==> src/rtl/clk_gate_ctrl_mc.sv <==
// clk_gate_ctrl_mc: multi-channel idle-driven clock gating controller.
// Each channel runs an independent RUN/COUNT/GATED/WAKE FSM. The gate enable
// is registered and captured by a clk-low transparent latch, so clk_out
// only changes while clk is low and cannot glitch.
// Optional feature: define CLK_GATE_CTRL_TEST_BYPASS_EN to add a test_en
// input that forces every latch open (clk_out = clk) without touching the FSMs.
module clk_gate_ctrl_mc #(
   parameter int NUM_CH   = 4,
   parameter int CNT_W    = 8,
   parameter int WAKE_DLY = 2
) (
   input  logic              clk,
   input  logic              rst_n,
   input  logic [NUM_CH-1:0] busy,
   input  logic [NUM_CH-1:0] auto_en,
   input  logic [NUM_CH-1:0] force_on,
   input  logic [CNT_W-1:0]  idle_thresh,
`ifdef CLK_GATE_CTRL_TEST_BYPASS_EN
   input  logic              test_en,
`endif
   output logic [NUM_CH-1:0] clk_out,
   output logic [NUM_CH-1:0] ch_on,
   output logic              all_gated
);

   typedef enum logic [1:0] {RUN, COUNT, GATED, WAKE} state_t;

   // Last wake-counter value before returning to RUN.
   localparam logic [3:0] WAKE_LAST = 4'((WAKE_DLY > 0) ? WAKE_DLY - 1 : 0);

   logic [NUM_CH-1:0] gated_now;
   logic [NUM_CH-1:0] gated_next;
   logic              bypass;

`ifdef CLK_GATE_CTRL_TEST_BYPASS_EN
   assign bypass = test_en;
`else
   assign bypass = 1'b0;
`endif

   for (genvar i = 0; i < NUM_CH; i++) begin : g_ch
      state_t           state, state_n;
      logic [CNT_W-1:0] cnt, cnt_n;
      logic [3:0]       wcnt, wcnt_n;
      logic             wake;
      logic             en_q;
      logic             on_q;
      logic             en_lat;

      assign wake = busy[i] | force_on[i] | ~auto_en[i] | (idle_thresh == '0);

      // Next-state and counter update for this channel.
      always_comb begin
         state_n = state;
         cnt_n   = cnt;
         wcnt_n  = wcnt;
         case (state)
            RUN: begin
               if (wake) begin
                  cnt_n = '0;
               end else begin
                  state_n = COUNT;
                  cnt_n   = CNT_W'(1);
               end
            end
            COUNT: begin
               // Wake beats threshold; >= covers a threshold lowered mid-count.
               if (wake) begin
                  state_n = RUN;
                  cnt_n   = '0;
               end else if (cnt >= idle_thresh) begin
                  state_n = GATED;
               end else if (cnt != '1) begin
                  cnt_n = cnt + 1'b1;
               end
            end
            GATED: begin
               if (wake) begin
                  if (WAKE_DLY == 0) begin
                     state_n = RUN;
                     cnt_n   = '0;
                  end else begin
                     state_n = WAKE;
                     wcnt_n  = '0;
                  end
               end
            end
            WAKE: begin
               if (wcnt == WAKE_LAST) begin
                  state_n = RUN;
                  cnt_n   = '0;
               end else begin
                  wcnt_n = wcnt + 1'b1;
               end
            end
            default: begin
               state_n = RUN;
               cnt_n   = '0;
               wcnt_n  = '0;
            end
         endcase
      end

      // State, counters, gate enable and status registers.
      always_ff @(posedge clk) begin
         if (!rst_n) begin
            state <= RUN;
            cnt   <= '0;
            wcnt  <= '0;
            en_q  <= 1'b1;
            on_q  <= 1'b1;
         end else begin
            state <= state_n;
            cnt   <= cnt_n;
            wcnt  <= wcnt_n;
            en_q  <= (state_n != GATED);
            on_q  <= (state_n == RUN) || (state_n == COUNT);
         end
      end

      // Enable capture while clk is low keeps clk_out glitch-free.
      always_latch begin
         if (!clk) en_lat = en_q | bypass;
      end

      assign clk_out[i]    = clk & en_lat;
      assign ch_on[i]      = on_q;
      assign gated_now[i]  = (state == GATED);
      assign gated_next[i] = (state_n == GATED);
   end

   // Asserts one cycle after the last channel gates; drops on the edge any leaves.
   always_ff @(posedge clk) begin
      if (!rst_n) all_gated <= 1'b0;
      else        all_gated <= (&gated_now) & (&gated_next);
   end

endmodule

==> config.mk <==
export PLATFORM = sky130hd
export DESIGN_NAME = clk_gate_ctrl_mc
export DESIGN_NICKNAME = d
export VERILOG_FILES = /design/src/rtl/clk_gate_ctrl_mc.sv
export SDC_FILE = /design/constraint.sdc
export NUM_CORES = 1
export LEC_CHECK = 0
export ABC_CLOCK_PERIOD_IN_PS = 2500
export CAP_MARGIN = 20
export CORE_MARGIN = 3
export CORE_UTILIZATION = 34
export CTS_CLUSTER_SIZE = 24
export DETAILED_ROUTE_END_ITERATION = 6
export HOLD_SLACK_MARGIN = 0.06
export PLACE_DENSITY = 0.57
export SYNTH_ARGS = -nofsm -noshare
export SYNTH_HDL_FRONTEND = slang
export SYNTH_SLANG_ARGS = --single-unit
==> constraint.sdc <==
create_clock -name clk -period 2.5 [get_ports clk]
set_clock_uncertainty 0.15 [all_clocks]
set_input_delay 0.25 -clock clk [delete_from_list [all_inputs] [get_ports clk]]
set_output_delay 0.25 -clock clk [all_outputs]
set_load 0.1 [all_outputs]
# Word-level counts from Yosys, hierarchy flattened
# Cells that the tools add are included.
dict set report word_totals {
  wordCells 205
  ff_bits 65
  latch_bits 4
}
dict set report classes {
  n_eq_ne 52
  n_reduce_logical 31
  bitwise_logic 21
  n_lt_le_gt_ge 4
  muxes 64
  addsub 8
}
# operator n
set ops {}
lappend ops {{two-way mux 8 bit} 16}
lappend ops {{one-hot mux 8 bit (3 select lines)} 4}
lappend ops {{two-way mux 2 bit} 20}
lappend ops {{adder 8 x 1 -> 8 bit, second input constant} 4}
lappend ops {{greater-or-equal comparator 8 bit} 4}
lappend ops {{two-way mux 4 bit} 8}
lappend ops {{inequality test 8 bit, second input constant} 4}
lappend ops {{one-hot mux 2 bit (4 select lines)} 4}
lappend ops {{one-hot mux 4 bit (2 select lines)} 4}
lappend ops {{equality test 2 bit, second input constant} 12}
lappend ops {{inequality test 2 bit, second input constant} 12}
lappend ops {{inequality test 3 bit, second input constant} 8}
lappend ops {{AND reduction 4 bit} 6}
lappend ops {{adder 4 x 1 -> 4 bit, second input constant} 4}
lappend ops {{equality test 2 x 1 -> 1 bit, second input constant} 8}
lappend ops {{equality test 4 x 1 -> 1 bit, second input constant} 4}
lappend ops {{zero test 2 bit} 8}
lappend ops {{OR 1 bit} 12}
lappend ops {{AND reduction 3 bit} 4}
lappend ops {{nonzero test 3 bit} 4}
lappend ops {{zero test 8 bit} 1}
lappend ops {{two-way mux 1 bit} 8}
lappend ops {{inequality test 2 x 1 -> 1 bit, second input constant} 4}
lappend ops {{nonzero test 2 bit} 4}
lappend ops {{other kinds (3)} 13}

# Depth between registers and ports, before layout
dict set report depth {
  word_depth 8
  mapped_depth 10
  depth_no_buf 9
}

==> results.ini <==
[outcome]
status = finished with violations
violations = negative setup slack

[logic_synthesis]
syn_area_mm2 = 0.00412
ys.flop_type = dfxtp_1
synth-edff-count = 0
synth_compound_area_share_pct = 22.6
ys_async_sr_fraction_pct = 0
yosys-top-cells-area = dfxtp_1 (32%), ha_1 (13%), o21ai_0 (4.3%), nand2_1 (4.1%), a21oi_1 (4.0%)
synth.avg_cell_area_um2 = 8.21
synth_common_cells = dfxtp_1 (65), nand2_1 (45), ha_1 (44), nor2_1 (43), o21ai_0 (35)
yosys.area.top_type_share_pct = 31.6
synth_seq_cells = 69
ys_types = 66
yosysMostFrequentCell = dfxtp_1
synth_xor_area_share_pct = 1.91
muxShareOfSynthArea_pct = 0
syn_inst = 502
synth_top_family_by_area = simple AND/OR/NAND/NOR gates
synthAdderAreaFrac_pct = 13.4
syn_nets = 568
yosys_warnings = 0
yosys.area.top_type = dfxtp_1
synthSimpleGateAreaFrac_pct = 24.3

[floorplan]
row_count = 39
fp.coreArea_mm2 = 0.0116
start_util_pct = 35.5
ios = 31
die_h_um = 116
die_area_mm2 = 0.0135
die_w_um = 116

[global_route]
grt_pass1_vias = 3910
grt_first_pass_wirelength_um = 18400
grtUsageTotal_pct = 17.3
gr-total-overflow = 0
grt_antenna_before_repair = 0
grt_max_degree = 23

[pwr]
p_clk_share_pct = 66.7
combPwrFrac_pct = 4.6
p_per_area_mw_per_mm2 = 689
p_switching_w = 0.00124
p_int_w = 0.00255
p_leak_nw = 2.26
p_seq_share_pct = 28.7
max-vdd-ir-drop_uv = 844
swShare_pct = 32.7

[layout]
final_nets = 656
fillCellCount = 1123
area_growth_pct = 33.3
n_antenna_cell = 0
drive_gt1_share_pct = 21.1
final_util_pct = 47.3

[sta]
report.final.slew_viol_count = 0
finalWorstSetupSlack_ns = -0.317
relSlewSlack_pct = 59.6
hold_violations = 0
hold_ws_ns = 0.243
worst-slew-pin-transition_ns = 0.601
grt_setup_unrepaired = true
setup-violations-final = 8

[min_path]
hold_path.class = flip-flop to latch
hold_start = g_ch[1].en_q
whs_path_depth = 0

[route]
via_count = 3952
post_drt_wl_per_cell_um = 14.9
via_per_inst = 5.35
drcViolationCount = 0
drtAntennaViolNets = 0
drt_iter0_drc = 196
wirelength_um = 11000
drt-pass1-iter-count = 4

[clock_network]
clk_latency_ns = 0.44
cts_tree = done
cts_hold_buffers = 0
clk_pin_slew_ns = 0.06

[setup_path]
cp.required_ns = 2.10
path_max_fanout = 1
worstReg2RegStart = g_ch[2].cnt[2]
rr_worst_depth = 7
endpoint = clk_out[3]
critPathLaunchType = latch
arrival_ns = 2.42
cp_cell_sequence = and2_4, buf_12
r2r_end = g_ch[2].cnt[5]
crit_cells = 2
rrSetupSlack_ns = 0.09
max_stage_delay_ns = 0.40
crit_family = latches
crit_path_start = g_ch[3].en_lat
critical_path_buf_inv_count = 1
worst_path_max_delay_cell = dlxtn_2
path_class = latch to output port
critPathCaptureType = output port

[placed_design]
portBuffers = 30
dp_hpwl_um = 8110
gp_congestion = 0.851
place_ws_ns = -0.755

[run]
cap_violations = 0

layout make-up:
cell class | instances | area, µm² | share of cell area, %
timing repair buffer | 85 | 711 | 12.9
multi-input combinational | 387 | 2660 | 48.4
inverter | 30 | 113 | 2.05
clock inverter | 1 | 5.00 | 0.0911
tap | 143 | 179 | 3.26
clock buffer | 24 | 462 | 8.41
sequential | 69 | 1370 | 24.9
layout by cell type, fill, tap and decap left out, drive strengths merged, types with 8 or more instances in the layout:
cell	netlist	layout
o21ai	39	39
and2	14	14
nand4	10	10
nand2	45	45
nor3	15	15
a21oi	34	34
nand3	20	20
dfxtp	65	65
clkbuf	9	20
clkdlybuf4s50	0	18
inv	30	30
a31oi	12	12
xnor2	8	8
nor2	43	43
nand2b	8	8
buf	7	68
or3	11	11
ha	44	44
worst min path at each step:
stage | endpoint | slack [ns]
global route | g_ch[1].en_lat | 0.25
finish | g_ch[1].en_lat | 0.24
floorplan | g_ch[0].en_lat | 0.22
global placement | g_ch[1].en_lat | 0.22
CTS | g_ch[1].en_lat | 0.24
detailed placement | g_ch[1].en_lat | 0.22
registers in the layout, summed over array words and instances, names as in the netlist:
| signal | cells |
|---|---|
| g_ch.wcnt | 16 |
| g_ch.en_q | 4 |
| g_ch.en_lat | 4 |
| g_ch.state | 8 |
| all_gated | 1 |
| g_ch.cnt | 32 |
| g_ch.on_q | 4 |
power groups by stage:
stage | Combinational (W) | Sequential (W) | Clock, W
2_1_floorplan | 0.0000738 | 0.00111 | 0.000568
3_3_place_gp | 0.000162 | 0.00111 | 0.000683
3_5_place_dp | 0.000166 | 0.00111 | 0.000683
4_1_cts | 0.000167 | 0.00109 | 0.00258
5_1_grt | 0.000193 | 0.00109 | 0.00265
6_report | 0.000174 | 0.00109 | 0.00252
routing by layer:
layer,GRT usage [%],part of all wire [%],up-vias
li1,-,-,2022
met1,22.5,49,1837
met2,27.1,45,76
met3,5.18,4.4,17
met4,6.73,1.9,0
met5,0,0,-
logic make-up after synthesis:
| logic type | after synthesis |
|---|---|
| latches | 4 |
| buffers and inverters | 46 |
| DFF | 65 |
| AOI/OAI and AO/OA | 137 |
| and+or+nand+nor | 197 |
| xor gates and xnor gates | 9 |
| adders and majority gates | 44 |
stage by stage:
stage	power, W	setup TNS [ns]	std cells	cell area [µm²]
after floorplan	0.00175	0	502	4130
after global placement	0.00196	-14.18	717	4950
after detailed placement	0.00196	-16.88	717	4950
after CTS	0.00384	-1.32	738	5390
after global routing	0.00393	-1.42	739	5490
final	0.00379	-1.26	739	5490
what timing repair did:
| action | CTS | global route |
|---|---|---|
| setup endpoints to repair | 8 | 32 |
| gates cloned | 0 | 0 |
| resized for setup | 40 | 32 |
| buffers inserted | 0 | 1 |
| hold endpoints to repair | 0 | 0 |
| pin swaps | 3 | 12 |
Note: power is estimated with default switching activity, not from simulation.
